**config.mk**
```make
export PLATFORM = sky130hd
export DESIGN_NAME = cl_capture_ctrl
export DESIGN_NICKNAME = d
export VERILOG_FILES = /design/src/rtl/cl_pkg.sv /design/src/rtl/cl_cmd_decode.sv /design/src/rtl/cl_capture_ctrl.sv
export SDC_FILE = /design/constraint.sdc
export NUM_CORES = 1
export LEC_CHECK = 0
export BUFFER_PORTS_ARGS = -buffer_cell sky130_fd_sc_hd__buf_2
export CORE_ASPECT_RATIO = 1.1
export CORE_MARGIN = 2
export CORE_UTILIZATION = 56
export CTS_CLUSTER_SIZE = 14
export DETAILED_ROUTE_END_ITERATION = 12
export GPL_ROUTABILITY_DRIVEN = 0
export PLACE_DENSITY = 0.81
export SYNTH_ARGS = -nofsm -noshare
export SYNTH_HDL_FRONTEND = slang
export SYNTH_SLANG_ARGS = --single-unit
```
**constraint.sdc**
```tcl
create_clock -name bus_clk -period 2.9 [get_ports bus_clk]
set_input_delay 0.58 -clock bus_clk [delete_from_list [all_inputs] [get_ports bus_clk]]
set_output_delay 0.58 -clock bus_clk [all_outputs]
set_load 0.03 [all_outputs]
```
**src/rtl/cl_pkg.sv**
```systemverilog
// rtl/cl_pkg.sv - shared Camera Link capture constants, opcodes and state encoding
//
// Purpose: common definitions for the Camera Link capture path. Provides frame and
// line counter widths, PC message opcodes, the capture sequencer state encoding and
// a saturating frame counter increment.
// Ports: none (package).
package cl_pkg;

  localparam int FRAME_NUM_SIZE = 20;
  localparam int LINE_NUM_SIZE  = 12;
  localparam int CMD_PAYLOAD_W  = 2 * LINE_NUM_SIZE;

  localparam logic [3:0] OP_START   = 4'd1;
  localparam logic [3:0] OP_STOP    = 4'd2;
  localparam logic [3:0] OP_SET_ROI = 4'd3;
  localparam logic [3:0] OP_CLEAR   = 4'd4;

  typedef enum logic [2:0] {
    ST_IDLE      = 3'd0,
    ST_ARMED     = 3'd1,
    ST_CAPTURING = 3'd2,
    ST_DRAINING  = 3'd3,
    ST_ERROR     = 3'd4
  } cl_state_e;

  // Frame counters stick at all-ones rather than wrapping back to zero.
  function automatic logic [FRAME_NUM_SIZE-1:0] frame_sat_inc(
    input logic [FRAME_NUM_SIZE-1:0] v
  );
    return (&v) ? v : v + FRAME_NUM_SIZE'(1);
  endfunction

endpackage

```
**src/rtl/cl_cmd_decode.sv**
```systemverilog
// rtl/cl_cmd_decode.sv - PC message handshake and opcode decode
//
// Purpose: accepts one PC message per handshake and splits it into one-cycle
// command strobes plus payload. The strobes are valid in the same cycle the ack
// flop is being set, so the consumer registers the command effect on the very
// edge that raises pc_msg_ack.
// Ports:
//   bus_clk, reset_n   clock, asynchronous active-low reset
//   pc_msg_pending     message available
//   pc_msg[31:0]       [31:28] opcode, [27:0] payload
//   pc_msg_ack         one-cycle consume pulse
//   cmd_start/stop/roi/clear  decoded command strobes
//   cmd_bad            strobe for any unrecognised opcode
//   cmd_payload[23:0]  low payload bits used by the commands
module cl_cmd_decode
  import cl_pkg::*;
(
  input  logic                     bus_clk,
  input  logic                     reset_n,
  input  logic                     pc_msg_pending,
  input  logic [31:0]              pc_msg,
  output logic                     pc_msg_ack,
  output logic                     cmd_start,
  output logic                     cmd_stop,
  output logic                     cmd_roi,
  output logic                     cmd_clear,
  output logic                     cmd_bad,
  output logic [CMD_PAYLOAD_W-1:0] cmd_payload
);

  logic       ack_q, ack_d;
  logic       take;
  logic [3:0] unused_payload;

  always_comb begin
    // The ack flop blocks acceptance in the cycle after a consume, so the FIFO
    // has time to advance: at most one message every second cycle.
    take           = pc_msg_pending && !ack_q;
    ack_d          = take;
    cmd_payload    = pc_msg[CMD_PAYLOAD_W-1:0];
    unused_payload = pc_msg[27:24];
    cmd_start      = 1'b0;
    cmd_stop       = 1'b0;
    cmd_roi        = 1'b0;
    cmd_clear      = 1'b0;
    cmd_bad        = 1'b0;
    if (take) begin
      case (pc_msg[31:28])
        OP_START:   cmd_start = 1'b1;
        OP_STOP:    cmd_stop  = 1'b1;
        OP_SET_ROI: cmd_roi   = 1'b1;
        OP_CLEAR:   cmd_clear = 1'b1;
        default:    cmd_bad   = 1'b1;
      endcase
    end
  end

  always_ff @(posedge bus_clk or negedge reset_n) begin
    if (!reset_n) begin
      ack_q <= 1'b0;
    end else begin
      ack_q <= ack_d;
    end
  end

  assign pc_msg_ack = ack_q;

endmodule

```
**src/rtl/cl_capture_ctrl.sv**
```systemverilog
// rtl/cl_capture_ctrl.sv - Camera Link capture command decoder and frame sequencer
//
// Purpose: arms, runs and stops frame capture on whole-frame boundaries under PC
// command, drives capture enable and ROI line limits to the datapath, and reports
// a registered status word.
// Ports:
//   bus_clk, reset_n          clock, asynchronous active-low reset
//   pc_msg_pending/pc_msg     incoming PC message, pc_msg_ack consume pulse
//   frame_start, frame_end    one-cycle FVAL edge pulses
//   fpga_msg_overflow         upstream FIFO overflow level
//   capture_en                datapath may emit data for the current frame
//   roi_first, roi_last       inclusive line window
//   status[31:0]              {state, ovf_sticky, bad_cmd, 7'b0, frames_done}
module cl_capture_ctrl
  import cl_pkg::*;
(
  input  logic                     bus_clk,
  input  logic                     reset_n,
  input  logic                     pc_msg_pending,
  input  logic [31:0]              pc_msg,
  output logic                     pc_msg_ack,
  input  logic                     frame_start,
  input  logic                     frame_end,
  input  logic                     fpga_msg_overflow,
  output logic                     capture_en,
  output logic [LINE_NUM_SIZE-1:0] roi_first,
  output logic [LINE_NUM_SIZE-1:0] roi_last,
  output logic [31:0]              status
);

  logic                     cmd_start, cmd_stop, cmd_roi, cmd_clear, cmd_bad;
  logic [CMD_PAYLOAD_W-1:0] cmd_payload;

  cl_cmd_decode u_cmd_decode (
    .bus_clk        (bus_clk),
    .reset_n        (reset_n),
    .pc_msg_pending (pc_msg_pending),
    .pc_msg         (pc_msg),
    .pc_msg_ack     (pc_msg_ack),
    .cmd_start      (cmd_start),
    .cmd_stop       (cmd_stop),
    .cmd_roi        (cmd_roi),
    .cmd_clear      (cmd_clear),
    .cmd_bad        (cmd_bad),
    .cmd_payload    (cmd_payload)
  );

  cl_state_e                 state_q, state_d;
  logic                      cap_q, cap_d;
  logic                      ovf_q, ovf_d;
  logic                      bad_q, bad_d;
  logic [FRAME_NUM_SIZE-1:0] target_q, target_d;
  logic [FRAME_NUM_SIZE-1:0] done_q, done_d;
  logic [LINE_NUM_SIZE-1:0]  roi_first_q, roi_first_d;
  logic [LINE_NUM_SIZE-1:0]  roi_last_q, roi_last_d;
  logic [FRAME_NUM_SIZE-1:0] done_base, done_inc;
  logic [LINE_NUM_SIZE-1:0]  new_first, new_last;

  always_comb begin
    state_d     = state_q;
    cap_d       = cap_q;
    ovf_d       = ovf_q;
    bad_d       = bad_q;
    target_d    = target_q;
    done_d      = done_q;
    roi_first_d = roi_first_q;
    roi_last_d  = roi_last_q;
    new_first   = cmd_payload[2*LINE_NUM_SIZE-1:LINE_NUM_SIZE];
    new_last    = cmd_payload[LINE_NUM_SIZE-1:0];
    // A CLEAR landing on a frame_end counts that frame from zero.
    done_base   = cmd_clear ? '0 : done_q;
    done_inc    = frame_sat_inc(done_base);

    if (cmd_clear) begin
      ovf_d  = 1'b0;
      bad_d  = 1'b0;
      done_d = '0;
    end
    if (cmd_bad) bad_d = 1'b1;

    case (state_q)
      ST_IDLE: begin
        if (cmd_start) begin
          state_d  = ST_ARMED;
          done_d   = '0;
          target_d = cmd_payload[FRAME_NUM_SIZE-1:0];
        end
        if (cmd_roi) begin
          roi_first_d = new_first;
          roi_last_d  = new_last;
          if (new_first > new_last) bad_d = 1'b1;
        end
      end
      ST_ARMED: begin
        if (cmd_start || cmd_roi) bad_d = 1'b1;
        if (cmd_stop) begin
          state_d = ST_IDLE;
        end else if (frame_start) begin
          state_d = ST_CAPTURING;
          cap_d   = 1'b1;
        end
      end
      ST_CAPTURING: begin
        if (cmd_start || cmd_roi) bad_d = 1'b1;
        if (frame_end) begin
          done_d = done_inc;
          // A STOP coinciding with frame_end needs no drain: the frame is whole.
          // Any frame_start in the same cycle keeps capture_en high unless the
          // run ends here, in which case that new frame is dropped.
          if ((target_q != '0 && done_inc == target_q) || cmd_stop) begin
            state_d = ST_IDLE;
            cap_d   = 1'b0;
          end
        end else if (cmd_stop) begin
          state_d = ST_DRAINING;
        end
      end
      ST_DRAINING: begin
        if (cmd_start || cmd_roi) bad_d = 1'b1;
        if (frame_end) begin
          done_d  = done_inc;
          state_d = ST_IDLE;
          cap_d   = 1'b0;
        end
      end
      ST_ERROR: begin
        cap_d = 1'b0;
        if (cmd_start || cmd_stop || cmd_roi) bad_d = 1'b1;
        if (cmd_clear) state_d = ST_IDLE;
      end
      default: begin
        state_d = ST_IDLE;
        cap_d   = 1'b0;
      end
    endcase

    // Overflow wins over every command and frame event seen in the same cycle.
    if (fpga_msg_overflow) begin
      state_d     = ST_ERROR;
      cap_d       = 1'b0;
      ovf_d       = 1'b1;
      bad_d       = bad_q;
      target_d    = target_q;
      done_d      = done_q;
      roi_first_d = roi_first_q;
      roi_last_d  = roi_last_q;
    end
  end

  always_ff @(posedge bus_clk or negedge reset_n) begin
    if (!reset_n) begin
      state_q     <= ST_IDLE;
      cap_q       <= 1'b0;
      ovf_q       <= 1'b0;
      bad_q       <= 1'b0;
      target_q    <= '0;
      done_q      <= '0;
      roi_first_q <= '0;
      roi_last_q  <= '1;
    end else begin
      state_q     <= state_d;
      cap_q       <= cap_d;
      ovf_q       <= ovf_d;
      bad_q       <= bad_d;
      target_q    <= target_d;
      done_q      <= done_d;
      roi_first_q <= roi_first_d;
      roi_last_q  <= roi_last_d;
    end
  end

  assign capture_en = cap_q;
  assign roi_first  = roi_first_q;
  assign roi_last   = roi_last_q;
  assign status     = {state_q, ovf_q, bad_q, 7'b0, done_q};

endmodule

```
# ---- Word level (Yosys, flattened, before mapping)
# Cells that the tools add are included.
dict set report totals {
  word_cells 91
  input_bits 38
  out_inout_bits 58
  ff_bits 71
}
dict set report op_classes {
  eq_ne 20
  n_bitwise 1
  n_mux 41
  reduce_logical 18
  addsub 1
  order_cmp 1
}
# operator count
set ops {}
lappend ops {{20-bit two-way mux} 4}
lappend ops {{20-bit case mux with 2 select lines} 1}
lappend ops {{3-bit two-way mux} 9}
lappend ops {{1-bit two-way mux} 24}
lappend ops {{3-bit inequality test (second input constant)} 7}
lappend ops {{20-bit by 1-bit adder with 20-bit output (second input constant)} 1}
lappend ops {{20-bit == test} 1}
lappend ops {{20-bit AND reduction} 1}
lappend ops {{20-bit nonzero test} 1}
lappend ops {{3-bit case mux with 5 select lines} 1}
lappend ops {{12-bit greater-than comparator} 1}
lappend ops {{4-bit inequality test (second input constant)} 3}
lappend ops {{6-bit AND reduction} 2}
lappend ops {{4-bit by 2-bit == test with 1-bit output (second input constant)} 2}
lappend ops {{3-bit by 2-bit == test with 1-bit output (second input constant)} 2}
lappend ops {{3-bit AND reduction} 2}
lappend ops {{4-bit by 1-bit == test with 1-bit output (second input constant)} 1}
lappend ops {{4-bit by 3-bit == test with 1-bit output (second input constant)} 1}
lappend ops {{1-bit logical OR} 4}
lappend ops {{1-bit case mux with 4 select lines} 1}
lappend ops {{4-bit OR reduction} 1}
lappend ops {{3-bit by 1-bit == test with 1-bit output (second input constant)} 1}
lappend ops {{3-bit == test (second input constant)} 1}
lappend ops {{3-bit logical NOT} 1}
lappend ops {{8 further kinds} 9}

# ---- Logic depth before layout (Yosys ltp)
dict set report logic_depth {
  depth_word 13
  ltp_mapped 12
  ltp_nobuf 10
}

# ---- Modules after synthesis
# From an unflattened synthesis, not the netlist that was laid out.
dict set report hier_totals {
  cells_unflattened 574
  area_unflattened_um2 4966.0
}
# module n_inst area_each_um2 cells_each seq_area_each_um2
set modules_own_cells {}
lappend modules_own_cells {cl_capture_ctrl 1 4682.0 537 1766.7}
lappend modules_own_cells {cl_cmd_decode 1 284.0 37 25.0}

# ---- Least setup slack after synthesis
# Ideal clock, no wire load.
dict set report synth_timing {
  path_kind {input to register}
  start {in pc_msg[29]}
  end {reg cap_q, in the netlist capture_en}
  stages 10
  path_buffers 2
  t_arrival_ns 2.565
  path_slack_ns 0.201
  path_cell_list {buf_6 -> or4b_4 -> buf_6 -> o21ai_4 -> nor4_1 -> a2111o_1 -> nor4_1 -> and3_1 -> and4_1 -> o32ai_1}
}
dict set report synth_via {
  elab_chain_len 11
  word_cells_on_any_way 16
  classes_between {add/sub: 1; eq/ne: 5; mux: 6; reduce/logical: 4}
}
# item line
set synth_lines {}
lappend synth_lines {{start: declaration} cl_capture_ctrl.sv:20} ;# input logic [31:0] pc_msg,
lappend synth_lines {{4-bit by 3-bit == test with 1-bit output} cl_cmd_decode.sv:48} ;# case (pc_msg[31:28])
lappend synth_lines {{1-bit two-way mux} cl_cmd_decode.sv:48}
lappend synth_lines {{1-bit two-way mux} cl_cmd_decode.sv:47} ;# if (take) begin
lappend synth_lines {{20-bit two-way mux} cl_capture_ctrl.sv:71} ;# done_base = cmd_clear ? '0 : done_q;
lappend synth_lines {{20-bit by 1-bit adder with 20-bit output or 20-bit AND reduction (tied branches)} cl_pkg.sv:30} ;# return (&v) ? v : v + FRAME_NUM_SIZE'(1);
lappend synth_lines {{20-bit two-way mux} cl_pkg.sv:30}
lappend synth_lines {{20-bit == test} cl_capture_ctrl.sv:110} ;# if ((target_q != '0 && done_inc == target_q) || cmd_stop) begin
lappend synth_lines {{1-bit logical AND} cl_capture_ctrl.sv:110}
lappend synth_lines {{1-bit logical OR} cl_capture_ctrl.sv:110}
lappend synth_lines {{3-bit inequality test (no line)} --}
lappend synth_lines {{6-bit AND reduction (no line) *} --}
lappend synth_lines {{end signal: assignment} cl_capture_ctrl.sv:162} ;# cap_q <= cap_d;
lappend synth_lines {{end: declaration} cl_capture_ctrl.sv:49} ;# logic cap_q, cap_d;
# Every way passes the cells marked *; elsewhere a longest branch is shown, timed or not.
# A chain may end at the register's enable or synchronous reset.

# ---- Final worst setup path
dict set report layout_timing {
  start {reg done_q[15]}
  end {reg cap_q, in the netlist capture_en}
}
dict set report layout_via {
  elab_chain_len 8
  word_cells_on_any_way 9
  classes_between {add/sub: 1; eq/ne: 2; mux: 2; reduce/logical: 4}
}
# item line
set layout_lines {}
lappend layout_lines {{start: declaration} cl_capture_ctrl.sv:53} ;# logic [FRAME_NUM_SIZE-1:0] done_q, done_d;
lappend layout_lines {{start signal: assignment} cl_capture_ctrl.sv:166} ;# done_q <= done_d;
lappend layout_lines {{20-bit two-way mux *} cl_capture_ctrl.sv:71}
lappend layout_lines {{20-bit by 1-bit adder with 20-bit output or 20-bit AND reduction (tied branches)} cl_pkg.sv:30}
lappend layout_lines {{20-bit two-way mux *} cl_pkg.sv:30}
lappend layout_lines {{20-bit == test *} cl_capture_ctrl.sv:110}
lappend layout_lines {{1-bit logical AND *} cl_capture_ctrl.sv:110}
lappend layout_lines {{1-bit logical OR *} cl_capture_ctrl.sv:110}
lappend layout_lines {{3-bit inequality test (no line) *} --}
lappend layout_lines {{6-bit AND reduction (no line) *} --}
# Marks and branches as above.

==> flow_summary.toml <==
[floorplanning]
start_util = 0.581
die_y_um = 102
ios = 96
fp-row-count = 35
die_w_um = 93.1
dieArea_um2 = 9490
core_area_um2 = 8410

[timing]
finalHoldViolCount = 0
max_slew_margin = 0.479
min_period_ns = 2.80
setup_viol = 0
worstMarginPinSlew_ns = 0.774
max_freq_mhz = 357
timing.hold.ws_ns = 0.226
finalCritPeriodShare = 0.967
slew_viol_final = 0
worst_clock_skew_ns = 0.00824
tns_ns = 0
rsz0062_at_grt = "no"

[grt]
grt.overflow.total = 0
grt_pass1_vias = 4898
antenna_found_initial = 0
track_usage = 0.319
grt_pass1_wl_um = 23700
grt_max_degree = 72

[worst_setup_path]
critical_path.startpoint_type = "register"
path_cells = "nand4_1 -> or4_1 -> a21oi_1 -> nand3_1 -> nor4_1 -> and3_1 -> and4_1 -> o32ai_1"
cp_max_fo = 7
cp_slowest_stage_delay_ns = 0.68
cp-end-kind = "register"
arrival_ns = 3.03
crit_required_ns = 3.13
cp_slowest_cell = "or4_1"
critPathKind = "reg2reg"
rrSetupSlack_ns = 0.1

[finish]
fin_nets = 713
final_cells = 779
drive_gt1_frac = 0.322
antennaDiodeCount = 0
fin_util = 0.702
design_area_um2 = 5900
syn2layout_area_growth_pct = 20.8
fillers = 669

[power_and_ir_drop]
peakVddDrop_mv = 0.371
power.leakage_nw = 2.75
power_density_nw_per_um2 = 537

[clocking]
cts_max_level = 3
cts_num_sinks = 71
cts_hold_buf = 0
clkLatencyLatePin_ns = 0.36
clkTransAtPathRegs_ns = 0.08
clk_root_buffer_cell = "clkbuf_8"
cts_tree = "yes"
clock_path_buffers = 2
cts_buffers = 9

[place]
dpl.cell_count = 763
dpl_cell_area_um2 = 5670
io_buffer_count = 84
hpwl_um = 11000

[route]
drt_first_iter_violations = 635
routed_wirelength_um = 14700
antenna_left = 0
wl_per_cell_um = 18.8
drcViolationCount = 0
first_pass_iters = 6
num_vias = 5125
viasPerCell = 6.58

[yosys]
yosys.area.top_type_share = 0.302
netlist_instances = 553
synth.avg_cell_area_um2 = 8.84
syn_area_um2 = 4890
ys_seq_area_frac = 0.367
synth_edf_count = 0
synth-seq-cells = 71
synth_cell_types = 69
yosys_warnings = 0
synth_top_area_cell = "dfrtp_1"
yosys-top-cells-area = "dfrtp_1, mux2_2, dfstp_2"
synthArstFlopShare = 1.00
yosys_most_used_dff = "dfrtp_1"

[outcome]
outcome = "complete, no violations"

[flow_run]
drv_cap = 0

[hold_path]
holdCritPathClass = "in2async"
[layout make-up]
type | instances | area, um^2 | share of cell area
clock buffers | 10 | 128 | 0.0216
clock inverters | 6 | 93.8 | 0.0159
inverters | 30 | 113 | 0.0191
multi-input cells | 413 | 2790 | 0.472
flip-flops and latches | 71 | 1790 | 0.304
well taps | 111 | 139 | 0.0235
repair buffers | 138 | 851 | 0.144
[registers in the layout (all words and copies together), names as in the netlist]
name,count
bad_q,1
capture_en,1
done_q,20
ovf_q,1
roi_first,12
roi_last,12
state_q,3
target_q,20
u_cmd_decode.pc_msg_ack,1
[cell usage after synthesis, types with 10 or more instances]
cell       n
dfrtp_1   59
o21ai_0   53
nand2_1   45
mux2_2    39
nor2_1    35
a21oi_1   33
inv_1     29
clkbuf_1  19
nand4_1   15
nand3_1   14
buf_2     13
a31oi_1   12
dfstp_2   12
ha_1      12
and4_1    10
nor3_1    10
[power breakdown]
group | total [mW] | switching [mW] | internal (mW)
Clock | 0.899 | 0.408 | 0.490
Sequential | 1.28 | 0.167 | 1.11
Combinational | 0.992 | 0.616 | 0.376
[logic make-up after synthesis]
| logic type | count (synthesis) | share of synthesized area |
|---|---|---|
| DFF | 71 | 0.367 |
| adders and majority gates | 12 | 0.0307 |
| other | 1 | 0.000768 |
| buffers and inverters | 75 | 0.0712 |
| AOI/OAI and AO/OA | 163 | 0.220 |
| muxes | 40 | 0.0919 |
| xor gates and xnor gates | 9 | 0.0161 |
| and+or+nand+nor | 182 | 0.203 |
[timing repair]
item                       4_1_cts  5_1_grt
gates resized for setup          0        1
setup endpoints to repair        0        1
setup buffers                    0        0
[stage by stage]
stage,worst slack [ns],power (mW)
6_report,0.0962,3.17
5_1_grt,0.0393,3.31
3_3_place_gp,-0.00286,2.22
4_1_cts,0.160,3.15
3_5_place_dp,-0.0707,2.26
2_1_floorplan,0.201,1.91
[layout by cell type (no fill, tap or decap), types with 8 or more instances in the layout]
cell / netlist / layout
buf_2: 13 / 84
dfrtp_1: 59 / 59
o21ai_0: 53 / 53
buf_4: 9 / 52
nand2_1: 45 / 45
mux2_2: 39 / 39
nor2_1: 35 / 34
a21oi_1: 33 / 33
inv_1: 29 / 29
nand4_1: 15 / 15
nand3_1: 14 / 14
a31oi_1: 12 / 12
ha_1: 12 / 12
dfstp_2: 12 / 12
and4_1: 10 / 10
nor3_1: 10 / 10
clkbuf_8: 0 / 9
nand2b_1: 8 / 8
and3_1: 8 / 8
o31ai_1: 8 / 8
[critical path, delay by kind of cell (launching register included)]
| kind | cells | cell delay, ns |
|---|---|---|
| AND/OR/NAND/NOR | 6 | 1.84 |
| AO/OA/AOI/OAI | 2 | 0.31 |
| flip-flops | 1 | 0.50 |
[final timing paths]
check,from,to,cells past startpoint
setup / recovery,done_q[15]$_DFFE_PN0N_,capture_en$_DFFE_PN0P_,8
hold / removal,reset_n,ovf_q$_DFFE_PN0P_,2
hold reg to reg,ovf_q$_DFFE_PN0P_,ovf_q$_DFFE_PN0P_,2
max in group asynchronous,reset_n,roi_last[4]$_DFFE_PN1P_,2
setup reg to reg,done_q[15]$_DFFE_PN0N_,capture_en$_DFFE_PN0P_,8
min in group bus_clk,pc_msg[23],roi_first[11]$_DFFE_PN0P_,2
[routing by layer]
metal,global-route usage,routed length (um),share of wire
met5,0,0,0
met4,0.171,766,0.052
met3,0.0686,1470,0.10
met2,0.525,6910,0.47
met1,0.396,5530,0.38
Power figures use the tool's default switching activity.
